$ cat config.mk
export PLATFORM = sky130hd
export DESIGN_NAME = ecc_apb_driver_flat
export DESIGN_NICKNAME = d
export VERILOG_FILES = /design/src/rtl/ecc_apb_driver_pkg.sv /design/src/rtl/ecc_apb_driver_if.sv /design/src/rtl/ecc_apb_driver.sv /design/src/flat_wrapper.sv
export SDC_FILE = /design/constraint.sdc
export NUM_CORES = 1
export LEC_CHECK = 0
export ABC_AREA = 1
export ABC_CLOCK_PERIOD_IN_PS = 2400
export BUFFER_PORTS_ARGS = -buffer_cell sky130_fd_sc_hd__buf_4
export CAP_MARGIN = 0
export CORE_ASPECT_RATIO = 1.2
export CORE_MARGIN = 4
export CORE_UTILIZATION = 52
export CTS_CLUSTER_SIZE = 8
export DETAILED_ROUTE_END_ITERATION = 8
export PLACE_DENSITY = 0.76
export SETUP_SLACK_MARGIN = 0.1
export SYNTH_ARGS = -nofsm -noshare
export SYNTH_HDL_FRONTEND = slang
export SYNTH_SLANG_ARGS = --single-unit
export TNS_END_PERCENT = 20
$ cat constraint.sdc
create_clock -name clk -period 2.4 [get_ports clk]
set_clock_uncertainty 0.15 [all_clocks]
set_input_delay 0.12 -clock clk [delete_from_list [all_inputs] [get_ports clk]]
set_output_delay 0.12 -clock clk [all_outputs]
set_load 0.01 [all_outputs]
$ cat src/rtl/ecc_apb_driver_pkg.sv
// ecc_apb_pkg
// Shared definitions for the ECC APB initiator: register offsets of the
// ECC_ENC_DEC block, the operation encoding written to CTRL, and the
// driver FSM state type.
package ecc_apb_pkg;

    // Register offsets inside the ECC_ENC_DEC block (PADDR[3:0])
    localparam logic [3:0] CTRL_OFFSET           = 4'h0;
    localparam logic [3:0] DATA_IN_OFFSET        = 4'h4;
    localparam logic [3:0] CODEWORD_WIDTH_OFFSET = 4'h8;
    localparam logic [3:0] NOISE_OFFSET          = 4'hC;

    typedef enum logic [1:0] {
        ENCODE = 2'd0,
        DECODE = 2'd1,
        FULL   = 2'd2
    } ecc_op_e;

    typedef enum logic [2:0] {
        IDLE,
        SETUP,
        ACCESS,
        WAIT_DONE,
        RESP
    } drv_state_e;

    // Write sequence: DATA_IN, CODEWORD_WIDTH, NOISE, then CTRL.
    // CTRL must be last because writing it starts the ECC block.
    function automatic logic [3:0] reg_offset(input logic [1:0] idx);
        case (idx)
            2'd0:    reg_offset = DATA_IN_OFFSET;
            2'd1:    reg_offset = CODEWORD_WIDTH_OFFSET;
            2'd2:    reg_offset = NOISE_OFFSET;
            default: reg_offset = CTRL_OFFSET;
        endcase
    endfunction

endpackage

$ cat src/rtl/ecc_apb_driver_if.sv
// ecc_apb_driver_if
// Bus between the APB initiator and the ECC_ENC_DEC block: APB write
// controls plus the block's completion/result outputs.
//   master: drives PSEL/PENABLE/PWRITE/PADDR/PWDATA, observes
//           operation_done/data_out/num_of_errors
//   slave : the opposite directions
interface ecc_apb_driver_if #(
    parameter int AMBA_ADDR_WIDTH = 20,
    parameter int AMBA_WORD       = 32,
    parameter int DATA_WIDTH      = 32
);
    logic                       PSEL;
    logic                       PENABLE;
    logic                       PWRITE;
    logic [AMBA_ADDR_WIDTH-1:0] PADDR;
    logic [AMBA_WORD-1:0]       PWDATA;
    logic                       operation_done;
    logic [DATA_WIDTH-1:0]      data_out;
    logic [1:0]                 num_of_errors;

    modport master (
        output PSEL, PENABLE, PWRITE, PADDR, PWDATA,
        input  operation_done, data_out, num_of_errors
    );

    modport slave (
        input  PSEL, PENABLE, PWRITE, PADDR, PWDATA,
        output operation_done, data_out, num_of_errors
    );
endinterface

$ cat src/rtl/ecc_apb_driver.sv
// ecc_apb_driver
// APB initiator that runs one ECC encode/decode transaction: accepts a
// command, writes DATA_IN, CODEWORD_WIDTH, NOISE and CTRL, waits (bounded)
// for operation_done and returns the result on a valid/ready port.
// Ports:
//   clk, rst          clock, asynchronous active-low reset
//   cmd_*             command handshake and fields (op, width, noise, data)
//   bus               APB master side plus ECC completion/result inputs
//   rsp_*             response handshake, captured result, timeout flag
module ecc_apb_driver
    import ecc_apb_pkg::*;
#(
    parameter int                         DATA_WIDTH      = 32,
    parameter int                         AMBA_ADDR_WIDTH = 20,
    parameter int                         AMBA_WORD       = 32,
    parameter logic [AMBA_ADDR_WIDTH-1:0] BASE_ADDR       = '0,
    parameter int                         TIMEOUT_CYCLES  = 16
) (
    input  logic                  clk,
    input  logic                  rst,
    input  logic                  cmd_valid,
    output logic                  cmd_ready,
    input  logic [1:0]            cmd_op,
    input  logic [1:0]            cmd_width,
    input  logic [AMBA_WORD-1:0]  cmd_noise,
    input  logic [DATA_WIDTH-1:0] cmd_data,
    ecc_apb_driver_if.master      bus,
    output logic                  rsp_valid,
    input  logic                  rsp_ready,
    output logic [DATA_WIDTH-1:0] rsp_data,
    output logic [1:0]            rsp_num_errors,
    output logic                  rsp_timeout
);

    localparam int CNT_W = $clog2(TIMEOUT_CYCLES + 1);

    drv_state_e                 state, next_state;
    logic [1:0]                 reg_idx;
    logic [CNT_W-1:0]           wait_cnt;
    logic                       armed;
    logic [1:0]                 lat_op;
    logic [1:0]                 lat_width;
    logic [AMBA_WORD-1:0]       lat_noise;
    logic [DATA_WIDTH-1:0]      lat_data;
    logic [AMBA_ADDR_WIDTH-1:0] paddr_q;
    logic [AMBA_WORD-1:0]       pwdata_q;
    logic                       psel_c, penable_c, pwrite_c, rsp_valid_c;
    logic                       accept, timeout_hit;

    // Write data for a given register index; all fields are zero-extended
    function automatic logic [AMBA_WORD-1:0] reg_word(
        input logic [1:0]            idx,
        input logic [1:0]            op,
        input logic [1:0]            width,
        input logic [AMBA_WORD-1:0]  noise,
        input logic [DATA_WIDTH-1:0] data
    );
        case (idx)
            2'd0:    reg_word = AMBA_WORD'(data);
            2'd1:    reg_word = AMBA_WORD'(width);
            2'd2:    reg_word = noise;
            default: reg_word = AMBA_WORD'(op);
        endcase
    endfunction

    // armed keeps cmd_ready low while reset is held, even though state is IDLE
    assign cmd_ready   = armed && (state == IDLE);
    assign accept      = cmd_valid && cmd_ready;
    assign timeout_hit = (wait_cnt == CNT_W'(TIMEOUT_CYCLES - 1));

    assign bus.PSEL    = psel_c;
    assign bus.PENABLE = penable_c;
    assign bus.PWRITE  = pwrite_c;
    assign bus.PADDR   = paddr_q;
    assign bus.PWDATA  = pwdata_q;
    assign rsp_valid   = rsp_valid_c;

    // State register, register index, timeout counter and datapath.
    // PADDR/PWDATA are loaded on the edge that enters SETUP so they are
    // stable across SETUP/ACCESS and simply hold their value when idle.
    always_ff @(posedge clk or negedge rst) begin
        if (!rst) begin
            state          <= IDLE;
            reg_idx        <= 2'd0;
            wait_cnt       <= '0;
            armed          <= 1'b0;
            lat_op         <= 2'd0;
            lat_width      <= 2'd0;
            lat_noise      <= '0;
            lat_data       <= '0;
            paddr_q        <= '0;
            pwdata_q       <= '0;
            rsp_data       <= '0;
            rsp_num_errors <= 2'd0;
            rsp_timeout    <= 1'b0;
        end else begin
            state <= next_state;
            armed <= 1'b1;
            case (state)
                IDLE: begin
                    if (accept) begin
                        lat_op    <= cmd_op;
                        lat_width <= cmd_width;
                        lat_noise <= cmd_noise;
                        lat_data  <= cmd_data;
                        reg_idx   <= 2'd0;
                        paddr_q   <= BASE_ADDR | AMBA_ADDR_WIDTH'(reg_offset(2'd0));
                        pwdata_q  <= reg_word(2'd0, cmd_op, cmd_width, cmd_noise, cmd_data);
                    end
                end
                ACCESS: begin
                    if (reg_idx != 2'd3) begin
                        reg_idx  <= reg_idx + 2'd1;
                        paddr_q  <= BASE_ADDR | AMBA_ADDR_WIDTH'(reg_offset(reg_idx + 2'd1));
                        pwdata_q <= reg_word(reg_idx + 2'd1, lat_op, lat_width, lat_noise, lat_data);
                    end else begin
                        wait_cnt <= '0;
                    end
                end
                WAIT_DONE: begin
                    wait_cnt <= wait_cnt + CNT_W'(1);
                    // done has priority over a timeout in the same cycle
                    if (bus.operation_done) begin
                        rsp_data       <= bus.data_out;
                        rsp_num_errors <= bus.num_of_errors;
                        rsp_timeout    <= 1'b0;
                    end else if (timeout_hit) begin
                        rsp_data       <= '0;
                        rsp_num_errors <= 2'd0;
                        rsp_timeout    <= 1'b1;
                    end
                end
                default: ;
            endcase
        end
    end

    // Next-state and APB/response control decode
    always_comb begin
        next_state  = state;
        psel_c      = 1'b0;
        penable_c   = 1'b0;
        pwrite_c    = 1'b0;
        rsp_valid_c = 1'b0;
        case (state)
            IDLE: begin
                if (accept) next_state = SETUP;
            end
            SETUP: begin
                psel_c     = 1'b1;
                pwrite_c   = 1'b1;
                next_state = ACCESS;
            end
            ACCESS: begin
                psel_c     = 1'b1;
                penable_c  = 1'b1;
                pwrite_c   = 1'b1;
                next_state = (reg_idx == 2'd3) ? WAIT_DONE : SETUP;
            end
            WAIT_DONE: begin
                if (bus.operation_done || timeout_hit) next_state = RESP;
            end
            RESP: begin
                rsp_valid_c = 1'b1;
                if (rsp_ready) next_state = IDLE;
            end
            default: next_state = IDLE;
        endcase
    end

endmodule

$ cat src/flat_wrapper.sv
// flat-port wrapper written by rule: the top's interface ports become plain ports
module ecc_apb_driver_flat import ecc_apb_pkg::*;
#(
    parameter int                         DATA_WIDTH      = 32,
    parameter int                         AMBA_ADDR_WIDTH = 20,
    parameter int                         AMBA_WORD       = 32,
    parameter logic [AMBA_ADDR_WIDTH-1:0] BASE_ADDR       = '0,
    parameter int                         TIMEOUT_CYCLES  = 16
)
  (clk, rst, cmd_valid, cmd_ready, cmd_op, cmd_width, cmd_noise, cmd_data, rsp_valid, rsp_ready, rsp_data, rsp_num_errors, rsp_timeout, bus_PSEL, bus_PENABLE, bus_PWRITE, bus_PADDR, bus_PWDATA, bus_operation_done, bus_data_out, bus_num_of_errors);
  ecc_apb_driver_if #(.AMBA_ADDR_WIDTH(AMBA_ADDR_WIDTH), .AMBA_WORD(AMBA_WORD), .DATA_WIDTH(DATA_WIDTH)) bus_i ();
  input  logic clk;
  input  logic rst;
  input  logic cmd_valid;
  output logic cmd_ready;
  input  logic [1:0] cmd_op;
  input  logic [1:0] cmd_width;
  input  logic [AMBA_WORD-1:0] cmd_noise;
  input  logic [DATA_WIDTH-1:0] cmd_data;
  output logic rsp_valid;
  input  logic rsp_ready;
  output logic [DATA_WIDTH-1:0] rsp_data;
  output logic [1:0] rsp_num_errors;
  output logic rsp_timeout;
  output wire logic [$bits(bus_i.PSEL)-1:0] bus_PSEL;
  output wire logic [$bits(bus_i.PENABLE)-1:0] bus_PENABLE;
  output wire logic [$bits(bus_i.PWRITE)-1:0] bus_PWRITE;
  output wire logic [$bits(bus_i.PADDR)-1:0] bus_PADDR;
  output wire logic [$bits(bus_i.PWDATA)-1:0] bus_PWDATA;
  input wire logic [$bits(bus_i.operation_done)-1:0] bus_operation_done;
  input wire logic [$bits(bus_i.data_out)-1:0] bus_data_out;
  input wire logic [$bits(bus_i.num_of_errors)-1:0] bus_num_of_errors;
  assign bus_PSEL = bus_i.PSEL;
  assign bus_PENABLE = bus_i.PENABLE;
  assign bus_PWRITE = bus_i.PWRITE;
  assign bus_PADDR = bus_i.PADDR;
  assign bus_PWDATA = bus_i.PWDATA;
  assign bus_i.operation_done = bus_operation_done;
  assign bus_i.data_out = bus_data_out;
  assign bus_i.num_of_errors = bus_num_of_errors;
  ecc_apb_driver #(.DATA_WIDTH(DATA_WIDTH), .AMBA_ADDR_WIDTH(AMBA_ADDR_WIDTH), .AMBA_WORD(AMBA_WORD), .BASE_ADDR(BASE_ADDR), .TIMEOUT_CYCLES(TIMEOUT_CYCLES)) u_core (.clk(clk), .rst(rst), .cmd_valid(cmd_valid), .cmd_ready(cmd_ready), .cmd_op(cmd_op), .cmd_width(cmd_width), .cmd_noise(cmd_noise), .cmd_data(cmd_data), .bus(bus_i), .rsp_valid(rsp_valid), .rsp_ready(rsp_ready), .rsp_data(rsp_data), .rsp_num_errors(rsp_num_errors), .rsp_timeout(rsp_timeout));
endmodule
==> Yosys cells after proc, flatten, opt, wreduce, memory -nomap -nowiden <==
Index checks and enable logic that the tools add are counted.
{ "totals": {"ff_bits": 166, "out_inout_bits": 92} }
{ "classes": {"reduce_logical": 14, "addsub": 2, "n_mux": 27, "n_eq_ne": 14} }
{ "op_table": {"columns": ["cell", "count"], "rows": [
  ["two-way mux 32 bit", 4],
  ["case mux 32 bit (3 select lines)", 1],
  ["case mux 32 bit (2 select lines)", 1],
  ["two-way mux 20 bit", 2],
  ["case mux 20 bit (2 select lines)", 1],
  ["case mux 3 bit (5 select lines)", 1],
  ["case mux 4 bit (3 select lines)", 1],
  ["two-way mux 2 bit", 5],
  ["case mux 5 bit (2 select lines)", 1],
  ["two-way mux 3 bit", 3],
  ["equality test 3 x 2 -> 1 bit (second input constant)", 2],
  ["!= test 2 x 1 -> 1 bit (second input constant)", 3],
  ["!= test 2 bit (second input constant)", 3],
  ["AND reduction 2 bit", 3],
  ["AND reduction 3 bit", 2],
  ["nonzero test 2 bit", 3],
  ["adder 5 x 1 -> 5 bit (second input constant)", 1],
  ["equality test 5 x 4 -> 1 bit (second input constant)", 1],
  ["two-way mux 1 bit", 5],
  ["two-way mux 5 bit", 1],
  ["equality test 2 bit (second input constant)", 2],
  ["case mux 2 bit (2 select lines)", 1],
  ["equality test 3 x 1 -> 1 bit (second input constant)", 1],
  ["equality test 3 bit (second input constant)", 1],
  ["7 further kinds", 8]
]} }

==> Longest topological paths before layout <==
{ "depth": {"depth_word": 5, "depth_mapped": 9, "ltp_nobuf": 9} }

==> Least setup slack after synthesis <==
OpenSTA, ideal clock, no wires.
{ "synth_path": {"kind": "reg-to-reg", "from": "register u_core.wait_cnt[0]", "to": "register u_core.state[2]", "t_arrival_ns": 1.456, "n_path_buf": 1, "period_less_slack_ns": 1.736, "slack_ns": 0.664, "stages_incl_launch_ff": 8, "setup_time_ns": 0.130, "t_required_ns": 2.120, "cell_sequence": "dfrtp_1 ha_1 nand2_1 nor2_1 ha_1 o21ai_2 buf_2 o21ai_0"} }
{ "synth_between": {"elab_chain_len": 4} }
{ "synth_rtl": {"columns": ["element", "line_no", "rtl"], "rows": [
  ["from (decl)", "ecc_apb_driver.sv:39", "logic [CNT_W-1:0] wait_cnt;"],
  ["from (signal assigned)", "ecc_apb_driver.sv:121", "wait_cnt <= wait_cnt + CNT_W'(1);"],
  ["equality test 5 x 4 -> 1 bit", "ecc_apb_driver.sv:69", "assign timeout_hit = (wait_cnt == CNT_W'(TIMEOUT_CYCLES - 1));"],
  ["logical OR 1 bit", "ecc_apb_driver.sv:161", "if (bus.operation_done || timeout_hit) next_state = RESP;"],
  ["!= test 2 x 1 -> 1 bit (no source line)", null, null],
  ["AND reduction 3 bit (no source line)", null, null],
  ["to (signal assigned)", "ecc_apb_driver.sv:97", "state <= next_state;"],
  ["to (decl)", "ecc_apb_driver.sv:37", "drv_state_e state, next_state;"]
]} }
No other way between the ends.
A chain may end at the register's enable or synchronous reset.

==> Final worst setup path <==
{ "layout_path": {"from": "register u_core.state[1]", "to": "register u_core.rsp_data[19]"} }
{ "layout_between": {"elab_chain_len": 2} }
{ "layout_rtl": {"columns": ["element", "line_no", "rtl"], "rows": [
  ["equality test 3 x 2 -> 1 bit", "ecc_apb_driver.sv:99", "case (state)"],
  ["AND reduction 2 bit (no source line)", null, null],
  ["to (signal assigned)", "ecc_apb_driver.sv:124", "rsp_data <= bus.data_out;"],
  ["to (decl)", "ecc_apb_driver.sv:30", "output logic [DATA_WIDTH-1:0] rsp_data,"]
]} }
No other way between the ends.

==> flow_metrics.env <==
export IMPL_clkLatencyLatePin_ps=420
export IMPL_path_class="flip-flop to flip-flop"
export IMPL_power_internal_w=0.007257
export IMPL_rsz0062_at_grt="true"
export IMPL_initial_core_util_pct=53.63
export IMPL_antenna_found_initial=0
export IMPL_nNetsFinal=1304
export IMPL_crit_start="u_core.state[1]"
export IMPL_worst_slew_pin_slew_ps=739.1
export IMPL_ys_ff_latch=148
export IMPL_layout_commonest_cell="nand2_1"
export IMPL_wl_per_cell_um=14.73
export IMPL_startpoint_type="flip-flop"
export IMPL_crit_path_end_kind="flip-flop"
export IMPL_period_needed_ps=2226
export IMPL_cts_buffers=17
export IMPL_dpl_hpwl_mm=11.61
export IMPL_synth_area_um2=6854
export IMPL_grt_pass1_vias=7010
export IMPL_wl_met2_mm=10.07
export IMPL_hold_slack_ps=16.72
export IMPL_setup_viol=0
export IMPL_cts_tree="built"
export IMPL_min_from="bus_operation_done"
export IMPL_drt_iter0_drc=336
export IMPL_slowest_stage="dlygate4sd3_1"
export IMPL_cts_setup_buffers=0
export IMPL_io_pins=199
export IMPL_syn_inst=895
export IMPL_synth_avg_cell_area_um2=7.658
export IMPL_leakage_nw=5.499
export IMPL_hold_class="input pin to flip-flop"
export IMPL_met1Wirelength_mm=7.838
export IMPL_topRoutingLayerUsed="met4"
export IMPL_cp_required_ps=2610
export IMPL_die_area_um2=15090
export IMPL_wl_met3_mm=1.698
export IMPL_die_y_um=133.8
export IMPL_synth_seq_area_share_pct=54.03
export IMPL_max_slew_margin_pct=50.55
export IMPL_area_growth_pct=47.81
export IMPL_firstDrtPassIters=7
export IMPL_gp_congestion=0.7964
export IMPL_crit_top_cell="nand3_1"
export IMPL_clkTransAtPathRegs_ps=60
export IMPL_finalWorstSetupSlack_ps=174.3
export IMPL_drv_cap=0
export IMPL_worstReg2RegStart="u_core.state[1]"
export IMPL_clockBufferDepth=2
export IMPL_drive_gt1_share_pct=19.62
export IMPL_power_switching_w=0.004542
export IMPL_max_freq_mhz=449.3
export IMPL_swShare_pct=38.49
export IMPL_final_cell_mix="nand2_1 (519), buf_4 (193), dfrtp_1 (148), dlygate4sd3_1 (125), inv_1 (46)"
export IMPL_grt_usage_pct=27.55
export IMPL_vias=6759
export IMPL_peakVddDrop_mv=0.6471
export IMPL_pwr_share_comb_pct=40.1
export IMPL_powerDensity_nw_per_um2=1165
export IMPL_worstPathMaxFanout=24
export IMPL_coreArea_um2=12780
export IMPL_critPathMaxStageDelay_ps=600
export IMPL_diodes=0
export IMPL_final_core_util_pct=79.27
export IMPL_grt_ovfl_total=0
export IMPL_grt_pass1_wl_mm=33.48
export IMPL_htreeDepth=4
export IMPL_synth_distinct_cells=22
export IMPL_fin_crit_sh_pct=92.74
export IMPL_final_setup_tns_ps=0
export IMPL_die_x_um=112.8
export IMPL_rows=45
export IMPL_grt_start_max_net_pins=68
export IMPL_status="completed"
export IMPL_preCtsSetupSlack_ps=303.4
export IMPL_io_buffer_count=180
export IMPL_cts_sinks=148
export IMPL_crit_chain="nand3_1 -> inv_1 -> buf_4 -> nand3_1 -> dlygate4sd3_1 -> nand2_1"
export IMPL_drc=0
export IMPL_slew_violations=0
export IMPL_cts_root_buf="clkbuf_16"
export IMPL_worstPathArrival_ps=2440
export IMPL_ant_nets=0
export IMPL_seqPwrFrac_pct=37.3
export IMPL_clockPowerShare_pct=22.7
export IMPL_routed_via_density=4.944
export IMPL_wl_mm=20.13
export IMPL_synth_warnings=0
export IMPL_final_hold_violation_count=0
Yosys cell counts:
cell,number,area (µm²)
a21oi_1,4,20.02
o21ai_2,1,8.760
nor2_4,1,11.26
xnor2_1,1,8.760
ha_1,7,87.58
nand4_4,1,21.27
nand2_1,520,1952
nor2_2,1,6.260
inv_2,2,7.510
o21ai_0,38,190.2
o22ai_1,1,6.260
nor3_1,1,5.000
clkbuf_1,20,75.07
dfrtp_1,148,3704
nand3_1,45,225.2
nor2_1,11,41.29
inv_1,46,172.7
nand3b_1,1,7.510
buf_4,30,225.2
buf_2,13,65.06
conb_1,2,7.510
nand2_2,1,6.260
what timing repair did:
item                                   in CTS  in global routing
hold buffers                              125                  0
resized for setup                           0                  1
setup endpoints to repair                   0                 11
endpoints found under the hold margin     200                  0
layer usage:
metal	GRT usage, %	vias to the layer above
met5	0	-
met1	32.81	3145
li1	-	3268
met2	47.36	303
met3	7.406	43
met4	10.75	0
worst max-delay path, delay by kind of cell (launching register included):
kind                   cells  cell delay, ps
buffers and inverters      3            1060
flip-flops                 1             510
AND/OR/NAND/NOR            3             450
per-stage QoR:
step	instance area, µm²	instances	total power, W
after detailed placement	8283	1210	0.008813
after global placement	8283	1210	0.008677
after floorplan	6918	912	0.006960
final	10130	1367	0.01180
after CTS	10130	1367	0.01172
after global routing	10130	1367	0.01267
area by class of cell:
cell class | count | area (µm²)
inverter | 48 | 180.2
clock buffer | 21 | 470.5
multi-input combinational | 653 | 2676
timing repair buffer | 322 | 2771
sequential | 148 | 3704
fill | 868 | 2650
tap | 164 | 205.2
clock inverter | 11 | 123.9
flip-flops by register name (all words and copies together), names as in the netlist, 2 cells and up:
signal,cells
u_core.lat_noise,32
u_core.lat_width,2
u_core.reg_idx,2
u_core.bus.PWDATA,32
u_core.state,3
u_core.lat_data,32
u_core.lat_op,2
u_core.bus.PADDR,2
u_core.rsp_num_errors,2
u_core.wait_cnt,5
u_core.rsp_data,32
power by group through the flow:
stage / clock network (W) / registers (W) / logic (W)
2_1_floorplan: 0 / 0.00446 / 0.00250
3_3_place_gp: 0 / 0.00435 / 0.00433
3_5_place_dp: 0 / 0.00434 / 0.00447
4_1_cts: 0.00270 / 0.00435 / 0.00467
5_1_grt: 0.00281 / 0.00453 / 0.00533
6_report: 0.00268 / 0.00440 / 0.00473
final timing paths:
path                                              end  slack [ps]  cells after the start
min in group asynchronous       u_core.bus.PWDATA[22]         120                      2
worst max register to register    u_core.rsp_data[19]         170                      6
worst min-delay path              u_core.rsp_data[24]          20                      3
max in group asynchronous         u_core.rsp_data[27]        1250                      3
worst max-delay path              u_core.rsp_data[19]         170                      6
worst min register to register    u_core.rsp_data[15]         330                      2
logic make-up (layout without fill, tap and decap cells):
family	count (synthesis)	after routing	synth area share [%]
AO/OA/AOI/OAI	44	44	3.286
XOR/XNOR	1	1	0.1278
adder cells (fa/ha/maj)	7	7	1.278
buffers and inverters	111	402	7.959
flip-flops	148	148	54.03
other	2	19	0.1096
AND/OR/NAND/NOR	582	582	33.21
No activity file was read; power rests on OpenSTA's default activity.
